`config.mk`:
```
export PLATFORM = sky130hd
export DESIGN_NAME = res_station_age_flat
export DESIGN_NICKNAME = d
export VERILOG_FILES = /design/src/rtl/types_pkg.sv /design/src/rtl/res_station_age_if.sv /design/src/rtl/rs_age_select.sv /design/src/rtl/res_station_age.sv /design/src/flat_wrapper.sv
export SDC_FILE = /design/constraint.sdc
export NUM_CORES = 2
export LEC_CHECK = 0
export CORE_UTILIZATION = 25
export CTS_CLUSTER_DIAMETER = 100
export CTS_CLUSTER_SIZE = 12
export DETAILED_ROUTE_END_ITERATION = 10
export HOLD_SLACK_MARGIN = 0.1
export PLACE_DENSITY = 0.45
export SLEW_MARGIN = 15
export SYNTH_ARGS = -nofsm -noshare
export SYNTH_HDL_FRONTEND = slang
export SYNTH_SLANG_ARGS = --single-unit
```
`constraint.sdc`:
```
create_clock -name clk -period 12.36 [get_ports clk]
set_input_delay 2.472 -clock clk [delete_from_list [all_inputs] [get_ports clk]]
set_output_delay 2.472 -clock clk [all_outputs]
set_load 0.02 [all_outputs]
```
`src/rtl/types_pkg.sv`:
```
// Shared types for the reservation station: renamed µop, RS entry and ROB-age helper.
package types_pkg;

    localparam int NPREG_DEF     = 128;
    localparam int ROB_DEPTH_DEF = 16;
    localparam int PREG_W        = $clog2(NPREG_DEF);
    localparam int ROB_W         = $clog2(ROB_DEPTH_DEF) + 1;
    localparam int AGE_W         = ROB_W - 1;
    localparam int OP_W          = 8;

    typedef struct packed {
        logic [OP_W-1:0]   op;
        logic [PREG_W-1:0] pdst;
        logic [PREG_W-1:0] ps1;
        logic [PREG_W-1:0] ps2;
    } rename_data;

    typedef struct packed {
        rename_data        uop;
        logic [ROB_W-1:0]  rob_index;
        logic              ps1_ready;
        logic              ps2_ready;
        logic              ready;
    } rs_data;

    // Distance from the ROB head; the tag MSB is a wrap bit and drops out here.
    function automatic logic [AGE_W-1:0] age_of(input logic [ROB_W-1:0] tag,
                                                 input logic [ROB_W-1:0] head);
        logic [ROB_W-1:0] diff;
        diff = tag - head;
        return diff[AGE_W-1:0];
    endfunction

endpackage

```
`src/rtl/res_station_age_if.sv`:
```
// Dispatch and issue handshakes between rename, the reservation station and the FU.
interface res_station_age_if;
    import types_pkg::*;

    rename_data       r_data;
    logic             di_valid;
    logic             di_ready;
    logic [ROB_W-1:0] rob_index_in;
    logic             issue_valid;
    logic             issue_ready;
    rs_data           issue_data;

    modport master (
        output r_data, di_valid, rob_index_in, issue_ready,
        input  di_ready, issue_valid, issue_data
    );

    modport slave (
        input  r_data, di_valid, rob_index_in, issue_ready,
        output di_ready, issue_valid, issue_data
    );

endinterface

```
`src/rtl/rs_age_select.sv`:
```
// Combinational oldest-first picker: one-hot grant to the requesting entry with the smallest age.
module rs_age_select #(
    parameter int DEPTH    = 8,
    parameter int AGE_BITS = 4
) (
    input  logic [DEPTH-1:0]                req,
    input  logic [DEPTH-1:0][AGE_BITS-1:0]  age,
    output logic [DEPTH-1:0]                grant,
    output logic                            found
);

    localparam int IDX_W = $clog2(DEPTH);

    logic [IDX_W-1:0]    best_idx;
    logic [AGE_BITS-1:0] best_age;

    // Strict less-than keeps the lower index on an age tie.
    always_comb begin
        found    = 1'b0;
        best_idx = '0;
        best_age = '0;
        for (int i = 0; i < DEPTH; i++) begin
            if (req[i] && (!found || (age[i] < best_age))) begin
                found    = 1'b1;
                best_idx = IDX_W'(i);
                best_age = age[i];
            end
        end
        grant = '0;
        if (found) begin
            grant[best_idx] = 1'b1;
        end
    end

endmodule

```
`src/rtl/res_station_age.sv`:
```
// Reservation station between dispatch and one FU: operand wakeup, oldest-ready issue
// into a registered output stage, and flush of entries younger than a mispredicted branch.
module res_station_age
    import types_pkg::*;
#(
    parameter int DEPTH     = 8,
    parameter int NPREG     = 128,
    parameter int ROB_DEPTH = 16,
    parameter int WB_PORTS  = 2
) (
    input  logic                              clk,
    input  logic                              reset_n,
    res_station_age_if.slave                  rs_if,
    input  logic [0:NPREG-1]                  preg_rtable,
    input  logic [WB_PORTS-1:0]               wb_valid,
    input  logic [WB_PORTS-1:0][PREG_W-1:0]   wb_tag,
    input  logic [ROB_W-1:0]                  rob_head,
    input  logic                              mispredict,
    input  logic [ROB_W-1:0]                  mispredict_tag,
    output logic [$clog2(DEPTH):0]            count
);

    localparam int IDX_W    = $clog2(DEPTH);
    localparam int CNT_W    = IDX_W + 1;
    localparam int AGE_BITS = $clog2(ROB_DEPTH);

    rs_data                            entries [DEPTH];
    logic   [DEPTH-1:0]                valid;
    logic   [DEPTH-1:0]                ps1_next;
    logic   [DEPTH-1:0]                ps2_next;
    logic   [DEPTH-1:0]                flush_kill;
    logic   [DEPTH-1:0]                cand_req;
    logic   [DEPTH-1:0]                grant;
    logic   [DEPTH-1:0][AGE_BITS-1:0]  ages;
    logic   [AGE_BITS-1:0]             branch_age;
    logic   [AGE_BITS-1:0]             held_age;
    logic   [IDX_W-1:0]                alloc_idx;
    logic                              has_free;
    logic                              found;
    logic                              load;
    logic                              dispatch_fire;
    logic                              held_young;
    logic                              issue_valid_q;
    rs_data                            issue_data_q;
    rs_data                            cand;
    rs_data                            new_entry;

    function automatic logic src_hit(input logic [0:NPREG-1]                rt,
                                     input logic [WB_PORTS-1:0]             wv,
                                     input logic [WB_PORTS-1:0][PREG_W-1:0] wt,
                                     input logic [PREG_W-1:0]               ps);
        logic hit;
        hit = rt[ps];
        for (int k = 0; k < WB_PORTS; k++) begin
            if (wv[k] && (wt[k] == ps)) begin
                hit = 1'b1;
            end
        end
        return hit;
    endfunction

    always_comb begin
        branch_age = AGE_BITS'(age_of(mispredict_tag, rob_head));
        held_age   = AGE_BITS'(age_of(issue_data_q.rob_index, rob_head));
        for (int i = 0; i < DEPTH; i++) begin
            ages[i]       = AGE_BITS'(age_of(entries[i].rob_index, rob_head));
            flush_kill[i] = mispredict && valid[i] && (ages[i] > branch_age);
            cand_req[i]   = valid[i] && entries[i].ready && !flush_kill[i];
            ps1_next[i]   = entries[i].ps1_ready ||
                            src_hit(preg_rtable, wb_valid, wb_tag, entries[i].uop.ps1);
            ps2_next[i]   = entries[i].ps2_ready ||
                            src_hit(preg_rtable, wb_valid, wb_tag, entries[i].uop.ps2);
        end
    end

    // Lowest-index free slot, taken from registered occupancy only.
    always_comb begin
        alloc_idx = '0;
        has_free  = 1'b0;
        for (int i = DEPTH - 1; i >= 0; i--) begin
            if (!valid[i]) begin
                alloc_idx = IDX_W'(i);
                has_free  = 1'b1;
            end
        end
    end

    always_comb begin
        new_entry           = '0;
        new_entry.uop       = rs_if.r_data;
        new_entry.rob_index = rs_if.rob_index_in;
        new_entry.ps1_ready = src_hit(preg_rtable, wb_valid, wb_tag, rs_if.r_data.ps1);
        new_entry.ps2_ready = src_hit(preg_rtable, wb_valid, wb_tag, rs_if.r_data.ps2);
        new_entry.ready     = new_entry.ps1_ready && new_entry.ps2_ready;
    end

    rs_age_select #(
        .DEPTH    (DEPTH),
        .AGE_BITS (AGE_BITS)
    ) u_select (
        .req   (cand_req),
        .age   (ages),
        .grant (grant),
        .found (found)
    );

    always_comb begin
        cand = '0;
        for (int i = 0; i < DEPTH; i++) begin
            if (grant[i]) begin
                cand = entries[i];
            end
        end
    end

    // A dispatch during a flush is always younger than the branch, so it is dropped.
    assign dispatch_fire = rs_if.di_valid && has_free && !mispredict;
    assign load          = (!issue_valid_q || rs_if.issue_ready) && found;
    assign held_young    = mispredict && issue_valid_q && (held_age > branch_age);

    always_ff @(posedge clk or negedge reset_n) begin
        if (!reset_n) begin
            valid <= '0;
            for (int i = 0; i < DEPTH; i++) begin
                entries[i] <= '0;
            end
        end else begin
            for (int i = 0; i < DEPTH; i++) begin
                if ((load && grant[i]) || flush_kill[i]) begin
                    valid[i] <= 1'b0;
                end else if (valid[i]) begin
                    entries[i].ps1_ready <= ps1_next[i];
                    entries[i].ps2_ready <= ps2_next[i];
                    entries[i].ready     <= ps1_next[i] && ps2_next[i];
                end
            end
            if (dispatch_fire) begin
                valid[alloc_idx]   <= 1'b1;
                entries[alloc_idx] <= new_entry;
            end
        end
    end

    always_ff @(posedge clk or negedge reset_n) begin
        if (!reset_n) begin
            issue_valid_q <= 1'b0;
            issue_data_q  <= '0;
        end else if (load) begin
            issue_valid_q <= 1'b1;
            issue_data_q  <= cand;
        end else if (rs_if.issue_ready || held_young) begin
            issue_valid_q <= 1'b0;
        end
    end

    always_comb begin
        count = '0;
        for (int i = 0; i < DEPTH; i++) begin
            count = count + CNT_W'(valid[i]);
        end
    end

    assign rs_if.di_ready    = has_free;
    assign rs_if.issue_valid = issue_valid_q;
    assign rs_if.issue_data  = issue_data_q;

endmodule

```
`src/flat_wrapper.sv`:
```
// flat-port wrapper written by rule: the top's interface ports become plain ports
module res_station_age_flat import types_pkg::*;
#(
    parameter int DEPTH     = 8,
    parameter int NPREG     = 128,
    parameter int ROB_DEPTH = 16,
    parameter int WB_PORTS  = 2
)
  (clk, reset_n, preg_rtable, wb_valid, wb_tag, rob_head, mispredict, mispredict_tag, count, rs_if_r_data, rs_if_di_valid, rs_if_rob_index_in, rs_if_issue_ready, rs_if_di_ready, rs_if_issue_valid, rs_if_issue_data);
  res_station_age_if rs_if_i ();
  input  logic clk;
  input  logic reset_n;
  input  logic [0:NPREG-1] preg_rtable;
  input  logic [WB_PORTS-1:0] wb_valid;
  input  logic [WB_PORTS-1:0][PREG_W-1:0] wb_tag;
  input  logic [ROB_W-1:0] rob_head;
  input  logic mispredict;
  input  logic [ROB_W-1:0] mispredict_tag;
  output logic [$clog2(DEPTH):0] count;
  input wire logic [$bits(rs_if_i.r_data)-1:0] rs_if_r_data;
  input wire logic [$bits(rs_if_i.di_valid)-1:0] rs_if_di_valid;
  input wire logic [$bits(rs_if_i.rob_index_in)-1:0] rs_if_rob_index_in;
  input wire logic [$bits(rs_if_i.issue_ready)-1:0] rs_if_issue_ready;
  output wire logic [$bits(rs_if_i.di_ready)-1:0] rs_if_di_ready;
  output wire logic [$bits(rs_if_i.issue_valid)-1:0] rs_if_issue_valid;
  output wire logic [$bits(rs_if_i.issue_data)-1:0] rs_if_issue_data;
  assign rs_if_i.r_data = rs_if_r_data;
  assign rs_if_i.di_valid = rs_if_di_valid;
  assign rs_if_i.rob_index_in = rs_if_rob_index_in;
  assign rs_if_i.issue_ready = rs_if_issue_ready;
  assign rs_if_di_ready = rs_if_i.di_ready;
  assign rs_if_issue_valid = rs_if_i.issue_valid;
  assign rs_if_issue_data = rs_if_i.issue_data;
  res_station_age #(.DEPTH(DEPTH), .NPREG(NPREG), .ROB_DEPTH(ROB_DEPTH), .WB_PORTS(WB_PORTS)) u_core (.clk(clk), .reset_n(reset_n), .rs_if(rs_if_i), .preg_rtable(preg_rtable), .wb_valid(wb_valid), .wb_tag(wb_tag), .rob_head(rob_head), .mispredict(mispredict), .mispredict_tag(mispredict_tag), .count(count));
endmodule
```
# --- Word-level counts from Yosys, hierarchy flattened ---
# Index checks and enable logic that the tools add are counted.
word_totals:
  word_cells: 510
  register_bits: 342
  in_bits: 193
op_classes:
  muxes: 172
  add_sub_neg: 17
  bitwise: 20
  reduce_logical: 151
  order_cmp: 40
  n_eq_ne: 36
ops:
  columns: ["cell", "count"]
  rows:
  - ["two-way mux 37 bit", 9]
  - ["bitwise mux 296 bit", 1]
  - ["two-way mux 262 bit", 1]
  - ["== test 7 bit", 36]
  - ["greater-or-equal comparator 8 bit, second input constant", 18]
  - ["NOT 7 -> 8 bit", 18]
  - ["binary-select mux 1 bit (select 7 bit)", 18]
  - ["demux 37 bit (select 3 bit)", 1]
  - ["two-way mux 1 bit", 101]
  - ["logical AND 1 bit", 100]
  - ["two-way mux 3 bit", 30]
  - ["subtractor 4 bit", 10]
  - ["> comparator 4 bit", 9]
  - ["logical OR 1 bit", 33]
  - ["< comparator 4 bit", 7]
  - ["two-way mux 4 bit", 7]
  - ["adder 4 x 1 -> 4 bit", 6]
  - ["zero test 1 bit", 17]
  - ["two-way mux 8 bit", 2]
  - ["< comparator 3 x 4 -> 1 bit, second input constant", 2]
  - ["OR 8 bit", 1]
  - ["demux 1 bit (select 3 bit)", 2]
  - ["greater-or-equal comparator 3 x 1 -> 1 bit, second input constant", 2]
  - ["greater-or-equal comparator 4 bit, second input constant", 1]
  - ["4 further kinds", 4]

# --- Longest topological paths before layout ---
logic_depth:
  depth_word: 47
  ltp_mapped: 76
  depth_no_buf: 72

# --- Cells and area by module ---
# Synthesis repeated with hierarchy kept, for this count alone.
hier_totals:
  hier_cells: 4190
  area_unflattened_um2: 41961.5
by_module_without_submodules:
  columns: ["mod", "area_per_inst_um2", "seq_area_each_um2", "n_inst", "cells_per_inst"]
  rows:
  - ["res_station_age", 40696.5, 8558.2, 1, 4022]
  - ["rs_age_select", 1265.0, 0.0, 1, 168]

# --- Worst setup path before layout ---
# OpenSTA, ideal clock, no wires.
synth_timing:
  path_kind: "input -> register"
  start: "in rob_head[1]"
  end: "reg u_core.issue_data_q (netlist bit u_core.rs_if.issue_data[15])"
  slack_ns: -3.567
  path_stages: 64
  arrival_ns: 15.798
  setup_time_ns: 0.129
  cell_sequence: "inv_1 -> ha_1 -> a21o_1 -> a21oi_1 -> xnor2_1 -> ha_1 -> a31oi_1 -> o21ai_0 -> a21oi_1 -> nand2_1 -> ha_1 -> a21boi_0 -> o21ai_0 -> a21oi_1 -> a21oi_1 -> a21oi_1 -> ha_1 -> a21o_1 -> [28 not listed] -> ha_1 -> nand3_1 -> o211ai_1 -> a21oi_1 -> a32oi_1 -> buf_2 -> nor2_1 -> a21o_1 -> ha_1 -> a2111oi_0 -> nor3b_1 -> a31o_1 -> buf_2 -> nor4_4 -> buf_4 -> a221o_1 -> a31oi_1 -> o22ai_1"
synth_between:
  elab_chain_len: 47
  elab_cells_between_ends: 106
synth_rtl:
  columns: ["element", "line", "text"]
  rows:
  - ["start, declared", "flat_wrapper.sv:16", "input logic [ROB_W-1:0] rob_head;"]
  - ["subtractor 4 bit", "types_pkg.sv:30", "diff = tag - head;"]
  - ["> comparator 4 bit", "res_station_age.sv:67", "flush_kill[i] = mispredict && valid[i] && (ages[i] > branch_age);"]
  - ["logical AND 1 bit", "res_station_age.sv:67", null]
  - ["zero test 1 bit", "res_station_age.sv:68", "cand_req[i] = valid[i] && entries[i].ready && !flush_kill[i];"]
  - ["logical AND 1 bit", "res_station_age.sv:68", null]
  - ["two-way mux 4 bit or two-way mux 1 bit (tied branches)", "rs_age_select.sv:23", "if (req[i] && (!found || (age[i] < best_age))) begin"]
  - ["< comparator 4 bit or zero test 1 bit (tied branches)", "rs_age_select.sv:23", null]
  - ["logical OR 1 bit", "rs_age_select.sv:23", null]
  - ["[24 not listed]", null, null]
  - ["logical AND 1 bit", "rs_age_select.sv:23", null]
  - ["two-way mux 3 bit", "rs_age_select.sv:23", null]
  - ["< comparator 3 x 4 -> 1 bit (not written as such) or greater-or-equal comparator 3 x 1 -> 1 bit (tied branches)", "rs_age_select.sv:31", "grant[best_idx] = 1'b1;"]
  - ["logical AND 1 bit (not written as such)", "rs_age_select.sv:31", null]
  - ["two-way mux 1 bit (not written as such)", "rs_age_select.sv:31", null]
  - ["demux 1 bit (select 3 bit)", "rs_age_select.sv:31", null]
  - ["two-way mux 8 bit", "rs_age_select.sv:30", "if (found) begin"]
  - ["two-way mux 37 bit (8 in a row)", "res_station_age.sv:110", "if (grant[i]) begin"]
  - ["end signal, assigned", "res_station_age.sv:150", "issue_data_q <= cand;"]
  - ["end, declared", "res_station_age.sv:44", "rs_data issue_data_q;"]
# Several ways; a longest one is shown, not always the timed one.
# A chain may end at the register's enable or synchronous reset.

# --- Final worst setup path ---
layout_timing:
  start: "in rob_head[1]"
  end: "reg u_core.issue_data_q (netlist bit u_core.rs_if.issue_data[16])"
# The elaborated chain is that of the path after synthesis.

==> results.py <==
metrics = {
    "global_routing": {
        "grt-ovfl-total": 0,
        "grt_first_pass_wirelength_um": 272000,
        "grt_pass1_vias": 33100,
        "grt_use_total_pct": 23.5,
        "antenna_found_initial": 13,
        "grt_max_degree": 114,
    },
    "power": {
        "pwr-share-comb_pct": 69.3,
        "p_int_mw": 5.39,
        "p_switching_mw": 4.69,
        "power_leakage_nw": 16.9,
        "swShare_pct": 46.5,
        "power.total_mw": 10.1,
        "vdd_drop_max_v": 0.000129,
        "powerDensity_nw_per_um2": 211,
        "clkPwrFrac_pct": 9.8,
        "sequentialPowerShare_pct": 20.9,
    },
    "critical_path": {
        "r2r_end": "u_core.rs_if.issue_data[16]$_DFFE_PN0P_",
        "timing.rr.start": "u_core.entries[262]$_DFFE_PN0P_",
        "reg2reg_slack_ns": 0.12,
        "required_ns": 12.80,
        "end_kind": "flop",
        "crit_fanout": 7,
        "arrival_ns": 14.30,
        "cpMostUsedCell": "buf_4",
        "rr_worst_depth": 67,
        "slowest_stage": "fa_1",
        "start_kind": "primary input",
        "critPathKind": "primary input to flop",
        "slowest_delay_ns": 0.53,
    },
    "timing": {
        "slew_headroom_pct": 12.8,
        "worstMarginPinSlew_ns": 1.31,
        "fin_skew_ns": 0.0308,
        "rsz0062_at_grt": "true",
        "final-setup-viol-count": 68,
        "final_max_slew_viol_count": 0,
        "period_share_pct": 112,
        "fmax_mhz": 72.2,
        "setup_ws_ns": -1.50,
        "finalHoldViolCount": 0,
        "fin_crit_ns": 13.86,
        "whs_ns": 0.471,
    },
    "die": {
        "rows": 146,
        "die_w_um": 402,
        "fp.dieArea_um2": 161000,
        "core_um2": 159000,
        "start_util_pct": 25.2,
        "io_pins": 236,
        "die_h_um": 402,
    },
    "finish": {
        "fin_nets": 3525,
        "post-route-util_pct": 30.2,
        "drive_gt1_share_pct": 49.8,
        "layout_common_cells": "756 x mux4_2, 308 x dfrtp_1, 299 x buf_4",
        "layout_commonest_cell": "mux4_2",
        "area_delta_synth_final_pct": 19.8,
        "fin_area_um2": 47900,
    },
    "worst_hold_path": {
        "hold_path.startpoint": "u_core.rs_if.issue_data[0]$_DFFE_PN0P_",
        "whs_endpoint": "u_core.rs_if.issue_data[0]$_DFFE_PN0P_",
        "holdPathStages": 1,
        "hold_path_class": "flop to flop",
    },
    "yosys": {
        "synth-main-ff-cell": "dfrtp_1",
        "ys_ff_latch": 342,
        "async_reset_ff_share_pct": 100,
        "ys_seq_area_share_pct": 21.4,
        "synth_area_per_cell_um2": 12.9,
        "ys_warn_count": 0,
        "yosys-top-cells-area": "mux4_2 43%, dfrtp_1 21%, mux2_2 7.7%, xnor2_1 3.7%, clkbuf_1 3.4%",
        "netlist_instances": 3105,
        "synth_largest_area_cell": "mux4_2",
        "synth.cell_area_um2": 40000,
        "synth_nets": 3393,
        "ys_types": 89,
        "synth_edf_count": 0,
        "yosysTopAreaCellShare_pct": 42.6,
    },
    "clocking": {
        "cts.sinks": 342,
        "clkLatencyLatePin_ns": 0.56,
        "clk_path_buf_depth": 3,
        "cts_buffers": 34,
        "cts.clk_slew.worst_paths_ns": 0.08,
        "cts_tree": "done",
        "htreeDepth": 2,
        "holdBufCountCts": 0,
        "cts_root_buffer": "clkbuf_16",
    },
    "routing": {
        "drcViolationCount": 0,
        "vias_per_cell": 6.28,
        "antenna_left": 0,
        "vias": 33500,
        "dr.pass1.iters": 6,
        "drt_iter0_drc": 3908,
        "avgRoutedWirePerCell_um": 36.5,
        "routed_wl_um": 195000,
    },
    "placed_design": {
        "place.gp.congestion": 0.934,
        "preCtsSetupSlack_ns": -2.79,
        "dpl.hpwl_um": 127000,
        "place_area_um2": 45700,
        "portBuffers": 233,
    },
    "outcome": {
        "violations": "negative setup slack",
        "outcome": "finished with violations",
    },
    "flow_run": {
        "maxCapViolations": 0,
    },
}
-- worst max path at each step --
stage	from	endpoint	slack, ns	cells after the start
2_1_floorplan	rob_head[1]	u_core.entries[111]$_DFF_PN0_	-2.19	68
3_5_place_dp	rob_head[1]	u_core.rs_if.issue_data[3]$_DFFE_PN0P_	-2.79	62
6_report	rob_head[1]	u_core.rs_if.issue_data[16]$_DFFE_PN0P_	-1.50	68
4_1_cts	rob_head[1]	u_core.rs_if.issue_data[26]$_DFFE_PN0P_	-1.35	66
3_3_place_gp	rob_head[1]	u_core.rs_if.issue_data[3]$_DFFE_PN0P_	-2.64	63
5_1_grt	rob_head[1]	u_core.rs_if.issue_data[11]$_DFFE_PN0P_	-2.08	67
-- logic make-up (layout without fill, tap and decap cells) --
kind of cell / Yosys count / count (layout) / share of synthesized area (%)
adders and majority gates: 99 / 99 / 3.34
AOI/OAI and AO/OA: 421 / 421 / 7.83
DFF: 342 / 342 / 21.4
other: 0 / 9 / 0
buffers and inverters: 530 / 672 / 5.11
muxes: 1070 / 1070 / 51.3
and+or+nand+nor: 351 / 351 / 4.54
xor gates and xnor gates: 292 / 292 / 6.44
-- power by group through the flow --
stage	logic, mW	registers [mW]	clock network (mW)
5_1_grt	7.33	2.12	1.05
4_1_cts	6.73	2.08	1.02
6_report	6.99	2.11	0.991
3_3_place_gp	6.37	2.09	0
3_5_place_dp	6.40	2.09	0
2_1_floorplan	4.09	1.65	0
-- repair_timing --
item,in CTS,in global routing
resized for setup,107,40
setup buffers,49,14
setup endpoints to repair,68,68
pin swaps,58,71
cloned,3,1
-- registers in the layout (all words and copies together) (netlist names) --
| signal | cells |
|---|---|
| u_core.valid | 8 |
| u_core.entries | 296 |
| u_core.rs_if.issue_valid | 1 |
| u_core.rs_if.issue_data | 37 |
-- synthesized netlist by cell type, drive strengths merged (3+ instances only) --
cell / n
o211ai: 27
mux2: 274
a221oi: 38
o22a: 3
and2: 4
o22ai: 33
nor3b: 4
buf: 113
fa: 14
a31oi: 31
nand2b: 10
o31ai: 3
a21boi: 3
clkbuf: 361
o211a: 3
dfrtp: 342
o221ai: 13
nand4: 62
o21ai: 70
and3: 3
o21a: 8
nor2b: 12
or3: 27
maj3: 4
a21o: 24
o31a: 5
mux2i: 40
inv: 56
a31o: 4
a21oi: 54
nor4: 22
nor2: 105
nand2: 71
xnor2: 169
a211oi: 11
a221o: 35
nor3: 6
xor2: 123
or2: 4
ha: 81
o2bb2ai: 37
mux4: 756
nand3: 14
-- metrics by stage --
stage / setup TNS, ns / cells
floorplan: -135.78 / 3105
global placement: -166.50 / 5207
detailed placement: -176.15 / 5207
CTS: -82.00 / 5305
global route: -133.63 / 5319
finish: -91.87 / 5328
-- routing by layer --
| metal | share of wire, % | GRT usage (%) |
|---|---|---|
| met4 | 5.7 | 11.0 |
| met5 | 0.039 | 0 |
| met1 | 38 | 30.1 |
| met2 | 45 | 36.5 |
| met3 | 11 | 6.66 |
-- critical path: cells and delay by family --
family | cells | cell delay [ns]
AOI/OAI and AO/OA | 25 | 4.44
and+or+nand+nor | 12 | 1.80
muxes | 3 | 0.98
buffers and inverters | 21 | 2.48
adders and majority gates | 7 | 2.07
-- cell type report --
| cell class | count | area [um^2] |
|---|---|---|
| multi-input combinational | 2233 | 30300 |
| inverter | 56 | 214 |
| antenna | 9 | 22.5 |
| clock buffer | 42 | 881 |
| fill | 15900 | 111000 |
| sequential | 342 | 8600 |
| clock inverter | 4 | 63.8 |
| timing repair buffer | 570 | 5220 |
| tap | 2072 | 2590 |
Note: power is estimated with default switching activity, not from simulation.
